### src/rtl/imem_dmem_arbiter.sv
// Purpose: shares one single-port unified memory between instruction fetch and data load/store.
// Latency: a request seen in IDLE at cycle N is in ACCESS at N+1; the done pulse and data follow at N+2.
// Backpressure: one access per 3 cycles. Data beats fetch unless fetch has lost FETCH_WAIT_MAX contended rounds.
// Optional build macro MISALIGN_CHECK_EN: adds o_misaligned and suppresses writes/capture on addr[1:0] != 0.
module imem_dmem_arbiter #(
  parameter int FETCH_WAIT_MAX = 2,
  parameter int ADDR_W         = 32
) (
  input  logic              i_clk,
  input  logic              i_arst_n,
  input  logic              i_fetchReq,
  input  logic [ADDR_W-1:0] i_fetchAddr,
  output logic              o_fetchDone,
  output logic [31:0]       o_instr,
  input  logic              i_dataReq,
  input  logic              i_dataWe,
  input  logic [ADDR_W-1:0] i_dataAddr,
  input  logic [31:0]       i_dataWdata,
  output logic              o_dataDone,
  output logic [31:0]       o_dataRdata,
  output logic [ADDR_W-1:0] o_memAddr,
  output logic              o_memWe,
  output logic [31:0]       o_memWdata,
  input  logic [31:0]       i_memRdata,
`ifdef MISALIGN_CHECK_EN
  output logic              o_misaligned,
`endif
  output logic              o_busy
);

  localparam logic [1:0] S_IDLE   = 2'd0;
  localparam logic [1:0] S_ACCESS = 2'd1;
  localparam logic [1:0] S_DONE   = 2'd2;

  localparam logic [3:0] WAIT_MAX = 4'(FETCH_WAIT_MAX);

  logic [1:0]        state_q, state_d;
  logic [3:0]        cnt_q, cnt_d;       // contended rounds fetch has lost in a row
  logic              win_data_q, win_data_d;
  logic [ADDR_W-1:0] addr_q, addr_d;
  logic              we_q, we_d;
  logic [31:0]       wdata_q, wdata_d;
  logic [31:0]       instr_q, instr_d;
  logic [31:0]       rdata_q, rdata_d;
  logic              pick_data;
  logic              in_access;

`ifdef MISALIGN_CHECK_EN
  logic              mis_q, mis_d;
`else
  logic              mis_q;
  assign mis_q = 1'b0;
`endif

  // Arbitration, latching of the winner's request, and capture of read data.
  always_comb begin
    state_d    = state_q;
    cnt_d      = cnt_q;
    win_data_d = win_data_q;
    addr_d     = addr_q;
    we_d       = we_q;
    wdata_d    = wdata_q;
    instr_d    = instr_q;
    rdata_d    = rdata_q;
    pick_data  = 1'b0;
`ifdef MISALIGN_CHECK_EN
    mis_d      = mis_q;
`endif
    case (state_q)
      S_IDLE: begin
        if (i_fetchReq || i_dataReq) begin
          // Data wins unless fetch is contending and has hit its starvation limit.
          pick_data = i_dataReq && !(i_fetchReq && (cnt_q == WAIT_MAX));
          if (pick_data) begin
            addr_d  = i_dataAddr;
            we_d    = i_dataWe;
            wdata_d = i_dataWdata;
            if (i_fetchReq && (cnt_q != WAIT_MAX)) begin
              cnt_d = cnt_q + 4'd1;
            end
          end else begin
            addr_d  = i_fetchAddr;
            we_d    = 1'b0;
            wdata_d = '0;
            cnt_d   = '0;
          end
          win_data_d = pick_data;
`ifdef MISALIGN_CHECK_EN
          mis_d = pick_data ? (i_dataAddr[1:0] != 2'b00) : (i_fetchAddr[1:0] != 2'b00);
`endif
          state_d = S_ACCESS;
        end
      end
      S_ACCESS: begin
        // Stores leave o_dataRdata untouched; misaligned reads load 0.
        if (win_data_q) begin
          if (!we_q) begin
            rdata_d = mis_q ? 32'd0 : i_memRdata;
          end
        end else begin
          instr_d = mis_q ? 32'd0 : i_memRdata;
        end
        state_d = S_DONE;
      end
      S_DONE: begin
        state_d = S_IDLE;
      end
      default: begin
        state_d = S_IDLE;
      end
    endcase
  end

  // State registers; reset returns to IDLE immediately so a pending write is dropped.
  always_ff @(posedge i_clk or negedge i_arst_n) begin
    if (!i_arst_n) begin
      state_q    <= S_IDLE;
      cnt_q      <= '0;
      win_data_q <= 1'b0;
      addr_q     <= '0;
      we_q       <= 1'b0;
      wdata_q    <= '0;
      instr_q    <= '0;
      rdata_q    <= '0;
    end else begin
      state_q    <= state_d;
      cnt_q      <= cnt_d;
      win_data_q <= win_data_d;
      addr_q     <= addr_d;
      we_q       <= we_d;
      wdata_q    <= wdata_d;
      instr_q    <= instr_d;
      rdata_q    <= rdata_d;
    end
  end

`ifdef MISALIGN_CHECK_EN
  // Misalignment flag of the current transaction.
  always_ff @(posedge i_clk or negedge i_arst_n) begin
    if (!i_arst_n) begin
      mis_q <= 1'b0;
    end else begin
      mis_q <= mis_d;
    end
  end

  assign o_misaligned = (state_q == S_DONE) && mis_q;
`endif

  // Memory port is only driven during ACCESS; zero everywhere else.
  assign in_access   = (state_q == S_ACCESS);
  assign o_memAddr   = in_access ? addr_q : '0;
  assign o_memWe     = in_access && we_q && !mis_q;
  assign o_memWdata  = in_access ? wdata_q : '0;

  assign o_fetchDone = (state_q == S_DONE) && !win_data_q;
  assign o_dataDone  = (state_q == S_DONE) && win_data_q;
  assign o_instr     = instr_q;
  assign o_dataRdata = rdata_q;
  assign o_busy      = (state_q != S_IDLE);

endmodule

### config.mk
export PLATFORM = sky130hd
export DESIGN_NAME = imem_dmem_arbiter
export DESIGN_NICKNAME = d
export VERILOG_FILES = /design/src/rtl/imem_dmem_arbiter.sv
export SDC_FILE = /design/constraint.sdc
export NUM_CORES = 1
export LEC_CHECK = 0
export CAP_MARGIN = 25
export CORE_ASPECT_RATIO = 0.5
export CORE_MARGIN = 2
export CORE_UTILIZATION = 60
export DETAILED_ROUTE_END_ITERATION = 8
export DONT_BUFFER_PORTS = 1
export HOLD_SLACK_MARGIN = 0.15
export PLACE_DENSITY = 0.86
export SLEW_MARGIN = 15
export SYNTH_ARGS = -nofsm -noshare
export SYNTH_HDL_FRONTEND = slang
export SYNTH_SLANG_ARGS = --single-unit
### constraint.sdc
create_clock -name i_clk -period 2 [get_ports i_clk]
set_input_delay 0.4 -clock i_clk [delete_from_list [all_inputs] [get_ports i_clk]]
set_output_delay 0.4 -clock i_clk [all_outputs]
set_load 0.05 [all_outputs]
==> results.md, run 1 <==
* # setup viols final at 1
* Grt ovf at 0
* Maxcap violations at 0
* Flop pwr share at 43.8%
* Slew Limit Fails at 0
* Iteration-0 DRC Markers at 361
* Slowest CP cell: dfrtp_1
* IR drop worst, VDD at 0.00128 V
* Clk pwr share at 18.0%
* EDFF count, synth at 0
* 1st-pass router iterations at 5
* Starting Density at 62.5%
* Post-synth cell types at 31
* Syn-to-layout area delta at 32.9%
* Met3 Use GR at 8.28%
* CP Launch Type: flop
* CTS Buf Count at 17
* Syn Area/Cell at 11.8 um^2
* Layout cell share with drive strength beyond 1 at 27.3%
* Async set-reset flop share out of synthesis at 100%
* YS warnings at 0
* Routability cong. at 0.771
* Die Wd at 145 um
* Largest net degree at the start of global routing at 137
* Slowest stage delay, CP at 0.40 ns
* Reg2reg start: cnt_q[0]$_DFFE_PN0P_
* Outcome: finished, violations left
* Switching Share at 50.0%
* Initial antenna violation count at 0
* Combinational share of power at 38.2%
* Class of the most critical setup path: flop to output port
* Hold WC Path Type: input port to asynchronous set/reset pin
* Setup WS post-layout at -0.00298 ns
* Commonest cells in the synthesized netlist: dfrtp_1 (136), mux2_2 (49), inv_1 (36)
* Final hold violations at 136
* Synth Cell Area at 5960 um^2
* Power Density at 2130 nW/um^2
* Hpwl dp at 9.61 mm
* Grt peak-use layer: met2
* Most numerous cell in the Yosys netlist: dfrtp_1
* H-tree depth at 4
* WL final at 17.5 mm
* Critical Path End Type: output port
* Nets at 764
* Leading area contributor after synthesis: dfrtp_1
* Post-DRT Antenna Nets at 0
* Setup clock skew after layout at 0.00890 ns
* Number of global-route vias before repair at 4760
* Routed WL per cell at 22.5 um
* Period utilization at 100%
* Filler cells at 501
* Port Buffers at 0
* Met2 usage at 56.4%
* Syn_nets at 640
* GR Util met1 at 36.8%
* CTS Sinks at 136
* Die area at 10800 um^2
* Crit path from: state_q[1]$_DFFE_PN0P_
* I/O Pins at 265
* Synth area leaders: dfrtp_1 (57%), mux2_2 (9.3%), a22o_1 (5.0%), o221ai_1 (4.7%), and2_1 (3.6%)
* Tmin final at 2.00 ns
* Root buffer cell: clkbuf_16
* Sum of negative setup slack at -0.00298 ns
* First-pass GRT wire length at 25.9 mm
* Req. time, crit path at 1.60 ns
* Pint at 8.44 mW
* Clock slew at reported path FFs at 0.06 ns
* DRC viols at 0
* P_leak at 3.61 nW
* Yosys reg bits at 136
* Rows at 25
* Synth Flop Type: dfrtp_1
* NetSw at 8.44 mW
* Post-synth top area share at 57.1%
* CP max FO at 14
* Core box area at 9540 um^2
* Clk Latency, worst-skew pair at 0.41 ns
* Final hold slack at -0.320 ns
* Clock buffer depth at 2
* Fmax at 499 MHz
* Vias at 4744
* Sequential share of the synthesized area at 57.1%
* Failing checks: negative hold slack, negative setup slack
* Synth Instances at 505
* Data arrival, critical path at 1.60 ns
* Die height at 74.5 um
* Crit path cell chain: nand2b_4 -> clkinv_4 -> clkbuf_16 -> and2_1 -> buf_4
* CTS tree: yes
* Max-slew headroom at 61.2%
* Aggregate global-route resource usage at 31.3%
* Via-per-instance ratio at 6.10
* Worst slew pin tran at 0.581 ns
cells in the final DEF (no fill, tap or decap), drive strengths merged, types with 2 or more instances in the layout:
cell type	n
o21ai	3
nand2	2
clkinv	7
nand4	33
dlygate4sd3	68
nand2b	3
clkbuf	20
o221ai	32
buf	82
nand3	33
clkinvlp	3
mux2	64
dfrtp	136
nor2	35
a22o	34
inv	39
ha	2
and2	34
nor3b	2
registers in the layout, indices dropped and copies added (netlist names):
signal / count
addr_q: 32
cnt_q: 4
o_dataRdata: 32
o_instr: 32
state_q: 2
wdata_q: 32
we_q: 1
win_data_q: 1
power by group through the flow:
stage / clock, mW / sequential, mW / combinational, mW
CTS: 3.03 / 7.29 / 6.17
global placement: 0 / 7.24 / 5.72
detailed placement: 0 / 7.31 / 5.92
finish: 3.04 / 7.40 / 6.44
floorplan: 0 / 7.05 / 4.64
global route: 3.19 / 7.50 / 6.82
routing by layer:
layer | share of wire, % | up-vias
met1 | 38 | 2380
met5 | 0 | -
met2 | 52 | 260
li1 | - | 2070
met4 | 2.4 | 0
met3 | 7.7 | 34
worst max-delay path, delay by kind of cell (launching register included):
| kind | cells | cell delay (ns) |
|---|---|---|
| DFF | 1 | 0.40 |
| and+or+nand+nor | 2 | 0.33 |
| buffers and inverters | 3 | 0.46 |
kinds of logic after synthesis:
kind of cell | count (synthesis) | synth area share, %
buffers and inverters | 83 | 6.34
AND/OR/NAND/NOR | 148 | 13.7
multiplexers | 64 | 12.1
adder cells (fa/ha/maj) | 2 | 0.420
AO/OA/AOI/OAI | 72 | 10.3
flip-flops | 136 | 57.1
stage by stage:
| stage | utilization (%) | total power [mW] | setup WS (ns) | instances | instance area, um^2 |
|---|---|---|---|---|---|
| 2_1_floorplan | - | 11.7 | 0.0353 | 505 | 5960 |
| 3_3_place_gp | 68.5 | 13.0 | 0.265 | 674 | 6540 |
| 3_5_place_dp | 68.5 | 13.2 | 0.185 | 674 | 6540 |
| 4_1_cts | 82.2 | 16.5 | -0.0160 | 775 | 7840 |
| 5_1_grt | 83.0 | 17.5 | -0.0224 | 777 | 7920 |
| 6_report | 83.0 | 16.9 | -0.00298 | 778 | 7920 |
repair_timing:
item,4_1_cts,5_1_grt
setup endpoints to repair,31,65
pin swaps,0,1
endpoints found under the hold margin,236,137
gates resized for setup,13,12
gates cloned,0,1
setup buffers,2,0
hold buffers,67,1
area by class of cell:
type	instances	area, um^2	share of cell area, %
Inverter	37	144	1.82
Clock inverter	13	120	1.52
Multi-Input combinational cell	286	2200	27.8
Timing Repair Buffer	151	1420	18.0
Tap cell	135	169	2.13
Sequential cell	136	3400	43.0
Clock buffer	19	453	5.72
Antenna cell	1	2.50	0.0316
worst paths after layout:
kind / cells after the start / end / slack (ns)
worst max register to register: 6 / wdata_q[0]$_DFFE_PN0P_ / 0.16
worst min register to register: 1 / wdata_q[4]$_DFFE_PN0P_ / 0.50
min in group i_clk: 2 / addr_q[22]$_DFFE_PN0P_ / 0.16
worst min-delay path: 0 / addr_q[21]$_DFFE_PN0P_ / -0.32
max in group asynchronous: 0 / o_instr[13]$_DFFE_PN0P_ / 2.09
worst max-delay path: 5 / o_memWdata[9] / -0.003
No activity file was read; power rests on OpenSTA's default activity.
==> run 2: changes to the inputs <==
ABC_AREA = 1   (was unset)
==> run 2 against run 1 <==
  * Wire length up 17%
  * Worst hold slack improved by 0.013 ns
  * The flow still finishes with violations (negative hold slack, negative setup slack)
  * Non-clock buffer count down 25
  * Die area rose by 8.2%
  * Flip-flop and latch count unchanged
  * Register-to-register slack worse by 0.16 ns
  * Fmax down 3.3%
  * Sequential power down 2%
==> results.md, run 2 <==
* Outcome: finished, violations left (unchanged)
* Failing checks: negative hold slack, negative setup slack (unchanged)
* Vias at 6155 (was 4744)
* Reg2reg start: state_q[0]$_DFFE_PN0P_ (was cnt_q[0]$_DFFE_PN0P_)
* Number of global-route vias before repair at 5623 (was 4760)
* CP Depth at 6 (was 5)
* Async set-reset flop share out of synthesis at 100% (unchanged)
* Slowest CP cell: dfrtp_1 (unchanged)
* FF-to-FF setup slack at 0 ns (was 0.16 ns)
* WL final at 20.4 mm (was 17.5 mm)
* Multiplexer share of the synthesized area at 0% (was 12.1%)
* Crit path cell chain: inv_1 -> nor2_4 -> inv_6 -> buf_12 -> nor2_1 -> buf_4 (was nand2b_4 -> clkinv_4 -> clkbuf_16 -> and2_1 -> buf_4)
* Worst R2R End: wdata_q[5]$_DFFE_PN0P_ (was wdata_q[0]$_DFFE_PN0P_)
* Crit path from: state_q[0]$_DFFE_PN0P_ (was state_q[1]$_DFFE_PN0P_)
* Commonest non-fill, non-tap cell in the layout: nand2_1 (was dfrtp_1)
* Worst slew pin tran at 0.594 ns (was 0.581 ns)
* Iteration-0 DRC Markers at 628 (was 361)
* Final hold violations at 136 (unchanged)
* CTS Buf Count at 17 (unchanged)
* Nets at 1072 (was 764)
* Leading area contributor after synthesis: dfrtp_1 (unchanged)
* Synth Instances at 834 (was 505)
* I/O Pins at 265 (unchanged)
* Class of the most critical setup path: flop to output port (unchanged)
* Slew Limit Fails at 0 (unchanged)
* Power Density at 2050 nW/um^2 (was 2130 nW/um^2)
* First-pass GRT wire length at 27.2 mm (was 25.9 mm)
* Setup clock skew after layout at 0.0107 ns (was 0.00890 ns)
* Yosys reg bits at 136 (unchanged)
* Maxcap violations at 0 (unchanged)
* YS warnings at 0 (unchanged)
* Most numerous cell in the Yosys netlist: nand2_1 (was dfrtp_1)
* Hold Buf Count CTS at 42 (was 67)
* Area share of and/or/nand/nor cells after synthesis at 26.2% (was 13.7%)
* Syn_nets at 969 (was 640)
* Largest net degree at the start of global routing at 137 (unchanged)
* Aggregate global-route resource usage at 30.2% (was 31.3%)
* CTS tree: yes (unchanged)
* Synth area leaders: dfrtp_1 (53%), nand2_1 (16%), inv_1 (9.7%), nand3_1 (5.0%), nor2_1 (4.0%) (was dfrtp_1 (57%), mux2_2 (9.3%), a22o_1 (5.0%), o221ai_1 (4.7%), and2_1 (3.6%))
* Rows at 26 (was 25)
* Routed WL per cell at 18.7 um (was 22.5 um)
* Die Wd at 151 um (was 145 um)
* Post-DRT Antenna Nets at 0 (unchanged)
* Via-per-instance ratio at 5.64 (was 6.10)
* Post-Synth XOR/XNOR Area at 0.135% (was 0%)
* Compound-Gate Fraction of Synth Area at 6.25% (was 10.3%)
* P_leak at 4.62 nW (was 3.61 nW)
* Number of buffers and inverters on the critical path at 4 (was 3)
* Initial antenna violation count at 1 (was 0)
* CP Launch Type: flop (unchanged)
* Sequential share of the synthesized area at 52.6% (was 57.1%)
* H-tree depth at 4 (unchanged)
* Synth Cell Area at 6470 um^2 (was 5960 um^2)
* CTS Sinks at 136 (unchanged)
* Data arrival, critical path at 1.67 ns (was 1.60 ns)
* Period utilization at 104% (was 100%)
* Root buffer cell: clkbuf_16 (unchanged)
* R2R cell count at 8 (was 6)
* Routability cong. at 0.841 (was 0.771)
* Fin cells at 1092 (was 778)
* Cells after DPL at 1008 (was 674)
* Port Buffers at 0 (unchanged)
* Slowest stage delay, CP at 0.38 ns (was 0.40 ns)
* Critical Path Sink: o_memWdata[23] (was o_memWdata[9])
* Commonest cells in the synthesized netlist: nand2_1 (270), inv_1 (168), dfrtp_1 (136) (was dfrtp_1 (136), mux2_2 (49), inv_1 (36))
* Synth Flop Type: dfrtp_1 (unchanged)
* Critical Path End Type: output port (unchanged)
* Grt ovf at 0 (unchanged)
* Syn-to-layout area delta at 30.5% (was 32.9%)
* Syn Area/Cell at 7.76 um^2 (was 11.8 um^2)
* RSZ-0062 raised after global routing: yes
* Dpl ws at 0.281 ns (was 0.185 ns)
* Starting Density at 62.5% (about the same)
* Fmax at 483 MHz (was 499 MHz)
* Clock buffer depth at 2 (unchanged)
* EDFF count, synth at 0 (unchanged)
* Hold WC Path Type: input port to asynchronous set/reset pin (unchanged)
* Req. time, crit path at 1.60 ns (about the same)
* Largest family of logic cells by synthesized area: simple AND/OR/NAND/NOR gates (unchanged)
* Clock slew at reported path FFs at 0.06 ns (about the same)
* Hpwl dp at 10.6 mm (was 9.61 mm)
* Commonest non-fill, non-tap cells in the layout: nand2_1 (270), inv_1 (168), dfrtp_1 (135) (was dfrtp_1 (136), dlygate4sd3_1 (68), buf_4 (64))
* Synth Area in Adders at 0.387% (was 0.420%)
* Layout cell share with drive strength beyond 1 at 19.5% (was 27.3%)
* 1st-pass router iterations at 6 (was 5)
* CP max FO at 18 (was 14)
* Setup WS post-layout at -0.0711 ns (was -0.00298 ns)
* Clk Latency, worst-skew pair at 0.41 ns (about the same)
* Max-slew headroom at 60.4% (was 61.2%)
* DRC viols at 0 (unchanged)
* Die height at 77.4 um (was 74.5 um)
* Post-synth top area share at 52.6% (was 57.1%)
* Die area at 11700 um^2 (was 10800 um^2)
* Core box area at 10300 um^2 (was 9540 um^2)
* IR drop worst, VDD at 0.000963 V (was 0.00128 V)
* # setup viols final at 39 (was 1)
* CP delay by family, top: buffers and inverters (unchanged)
* Tmin final at 2.07 ns (was 2.00 ns)
* Final hold slack at -0.307 ns (was -0.320 ns)
* Post-synth cell types at 25 (was 31)
* Filler cells at 571 (was 501)
-- run 2: layout make-up --
cell class,count,area (um^2),share of cell area [%]
clock inverter,14,183,2.16
inverter,170,643,7.62
clock buffer,17,425,5.04
timing repair buffer,126,1320,15.7
multi-input combinational,486,2280,27.0
sequential,136,3400,40.3
antenna,3,7.51,0.0889
tap,140,175,2.08
-- run 2: timing repair --
action / in CTS / in global routing
resized for setup: 24 / 84
pin swaps: 1 / 1
cloned: 0 / 4
setup buffers: 2 / 2
endpoints found under the setup margin: 65 / 65
hold endpoints to repair: 179 / 136
-- run 2: kinds of logic (layout without fill, tap and decap cells) --
group,count (synthesis),after routing
fa+ha+maj,2,2
compound gates,68,68
xor+xnor,1,1
flops,136,136
other cells,0,3
simple gates,415,415
buf+inv,212,327
-- run 2: worst min path at each step --
stage / cells after the start / slack (ns) / end / start
finish: 0 / -0.31 / addr_q[25]$_DFFE_PN0P_ / i_arst_n
global route: 0 / -0.32 / addr_q[2]$_DFFE_PN0P_ / i_arst_n
CTS: 0 / -0.32 / addr_q[25]$_DFFE_PN0P_ / i_arst_n
detailed placement: 0 / 0.11 / addr_q[25]$_DFFE_PN0P_ / i_arst_n
global placement: 0 / 0.11 / addr_q[25]$_DFFE_PN0P_ / i_arst_n
floorplan: 0 / 0.10 / addr_q[0]$_DFFE_PN0P_ / i_arst_n
-- run 2: worst reg2reg max path, cell delays in order (launching register included) --
cell and delay [ns]:
dfrtp_1 0.40, buf_4 0.15, buf_4 0.15, nor2_2 0.25, o21ai_4 0.20, nor2_4 0.13
buf_4 0.33, nand2_1 0.17, nand2_1 0.13
-- run 2: metal layers --
metal  part of all wire, %  vias to the layer above  GRT usage [%]
li1                      -                     2665              -
met5                     0                        -              0
met4                   6.5                        0           15.0
met3                    10                      156           8.47
met1                    35                     2833           33.5
met2                    48                      501           53.6
-- run 2: metrics by stage --
step	power (mW)	TNS, ns	utilization, %	hold slack [ns]	cell area, um^2
CTS	16.2	0	78.0	-0.317	8070
detailed placement	12.7	0	67.1	0.107	6950
finish	17.3	-0.876	81.6	-0.307	8440
global placement	12.4	0	67.1	0.108	6950
global route	18.1	-4.14	81.5	-0.323	8440
floorplan	11.4	-0.980	-	0.104	6470
-- run 2: power by group --
group          total (mW)  switching [mW]  internal [mW]  leakage, nW
combinational        6.83            4.63           2.19         2.63
sequential           7.26            3.23           4.03         1.70
clock                3.25            1.19           2.07        0.298
==> run 3: changes to the inputs <==
PLACE_DENSITY = 0.76   (was 0.86)
==> run 3 against run 2 <==
  * The flow finishes with violations (negative hold slack)
  * Sequential share of layout area grew 0.92 points
  * Design area fell by 2.3%
  * Clock skew is 0.0020 ns lower
  * Core utilization fell by 1.9 points
  * Clock-buffer cell count rose by 1
  * Total power is 5.2% lower
  * Global-route usage down 1.3 points
  * Wire length shrank 18%
  * Register-to-register slack better by 0.19 ns
  * Critical endpoint is now o_memWdata[22]
  * Largest power group unchanged
  * Highest routed layer unchanged
==> results.md, run 3 (synthesis results as in run 2) <==
* Outcome: finished, violations left (unchanged)
* Failing checks: negative hold slack (was negative hold slack, negative setup slack)
* Clk Latency, worst-skew pair at 0.41 ns (about the same)
* CP Launch Type: flop (unchanged)
* Fmax at 503 MHz (was 483 MHz)
* Port Buffers at 0 (unchanged)
* CTS Sinks at 136 (unchanged)
* # setup viols final at 0 (was 39)
* Total power at 16.4 mW (was 17.3 mW)
* Aggregate global-route resource usage at 28.9% (was 30.2%)
* Fin util at 79.7% (was 81.6%)
* DRC viols at 0 (unchanged)
* Slew Limit Fails at 0 (unchanged)
* Initial antenna violation count at 1 (unchanged)
* Post-DRT Antenna Nets at 0 (unchanged)
* Iteration-0 DRC Markers at 378 (was 628)
* Die Wd at 151 um (unchanged)
* Tmin final at 1.99 ns (was 2.07 ns)
* Critical Path End Type: output port (unchanged)
* Via-per-instance ratio at 5.11 (was 5.64)
* Layout cell share with drive strength beyond 1 at 14.9% (was 19.5%)
* Core box area at 10300 um^2 (unchanged)
* Rows at 26 (unchanged)
* Grt ovf at 0 (unchanged)
* Root buffer cell: clkbuf_16 (unchanged)
* Worst slew pin tran at 0.702 ns (was 0.594 ns)
* Starting Density at 62.5% (unchanged)
* I/O Pins at 265 (unchanged)
* Clock slew at reported path FFs at 0.06 ns (about the same)
* Setup clock skew after layout at 0.00866 ns (was 0.0107 ns)
* R2R cell count at 7 (was 8)
* CP max FO at 37 (was 18)
* Routed WL per cell at 15.3 um (was 18.7 um)
* Hold WC Path Type: input port to asynchronous set/reset pin (unchanged)
* H-tree depth at 4 (unchanged)
* Power Density at 1990 nW/um^2 (was 2050 nW/um^2)
* WL final at 16.8 mm (was 20.4 mm)
* Commonest non-fill, non-tap cell in the layout: nand2_1 (unchanged)
* Setup WS post-layout at 0.0123 ns (was -0.0711 ns)
* Commonest non-fill, non-tap cells in the layout: nand2_1 (270), inv_1 (168), dfrtp_1 (136) (was nand2_1 (270), inv_1 (168), dfrtp_1 (135))
* CTS Buf Count at 17 (unchanged)
* P_leak at 4.60 nW (was 4.62 nW)
* First-pass GRT wire length at 26.2 mm (was 27.2 mm)
* Maxcap violations at 0 (unchanged)
* Req. time, crit path at 1.60 ns (about the same)
* Class of the most critical setup path: flop to output port (unchanged)
* Largest net degree at the start of global routing at 137 (unchanged)
* Routability cong. at 0.805 (was 0.841)
* Die area at 11700 um^2 (unchanged)
* Max-slew headroom at 53.0% (was 60.4%)
* Final hold violations at 136 (unchanged)
* Hpwl dp at 10.1 mm (was 10.6 mm)
* Clock buffer depth at 2 (unchanged)
* Nets at 1074 (was 1072)
* CTS tree: yes (unchanged)
* Die height at 77.4 um (unchanged)
* Dpl ws at 0.250 ns (was 0.281 ns)
* Final hold slack at -0.317 ns (was -0.307 ns)
* Period utilization at 99.4% (was 104%)
* IR drop worst, VDD at 0.000835 V (was 0.000963 V)
* 1st-pass router iterations at 5 (was 6)
* Syn-to-layout area delta at 27.5% (was 30.5%)
* Number of global-route vias before repair at 5345 (was 5623)
* Vias at 5583 (was 6155)
* RSZ-0062 raised after global routing: yes (unchanged)
* Data arrival, critical path at 1.59 ns (was 1.67 ns)
[run 3: repair_timing]
action	in CTS	in global routing
hold endpoints to repair	189	137
cloned	0	0
endpoints found under the setup margin	65	42
hold buffers	51	1
pin swaps	1	0
resized for setup	19	22
buffers inserted	2	0
[run 3: power by group]
| part | switching, mW | internal (mW) | total [mW] |
|---|---|---|---|
| clock | 1.20 | 2.23 | 3.43 |
| sequential | 3.12 | 4.03 | 7.15 |
| combinational | 4.03 | 1.83 | 5.87 |
[run 3: area by class of cell]
class	count	area, um^2
diodes	1	2.50
clock buffers	18	429
clock inverters	14	223
fillers	703	2100
inverters	170	638
multi-input cells	486	2160
flip-flops and latches	136	3400
well taps	140	175
repair buffers	128	1220
[run 3: worst paths after layout]
check                                              end               startpoint  slack, ns
setup / recovery                        o_memWdata[22]   state_q[1]$_DFFE_PN0P_       0.01
hold reg to reg                wdata_q[25]$_DFFE_PN0P_  wdata_q[25]$_DFFE_PN0P_       0.48
max in group asynchronous       addr_q[10]$_DFFE_PN0P_                 i_arst_n       2.15
min in group i_clk         o_dataRdata[24]$_DFFE_PN0P_           i_memRdata[24]       0.16
hold / removal                  o_instr[3]$_DFFE_PN0P_                 i_arst_n      -0.32
setup reg to reg               wdata_q[13]$_DFFE_PN0P_   state_q[0]$_DFFE_PN0P_       0.19
[run 3: routing by layer]
metal / share of wire, % / track usage, % / vias up
met1: 39 / 33.7 / 2598
met2: 50 / 51.0 / 267
met5: 0 / 0 / -
met4: 3.2 / 11.7 / 0
li1: - / - / 2672
met3: 7.8 / 7.65 / 46
[run 3: through the flow]
step / cell area [um^2] / setup TNS [ns] / instances
after CTS: 8160 / 0 / 1091
after floorplan: 6470 / -0.980 / 834
after global routing: 8250 / -0.553 / 1093
after detailed placement: 6920 / 0 / 1006
final: 8250 / 0 / 1093
after global placement: 6920 / 0 / 1006
[run 3: worst max-delay path, stage by stage, from the launching register on]
cell,delay (ns)
dfrtp_1,0.43
nor2_4,0.12
inv_2,0.06
buf_8,0.18
nor2_1,0.19
buf_6,0.19
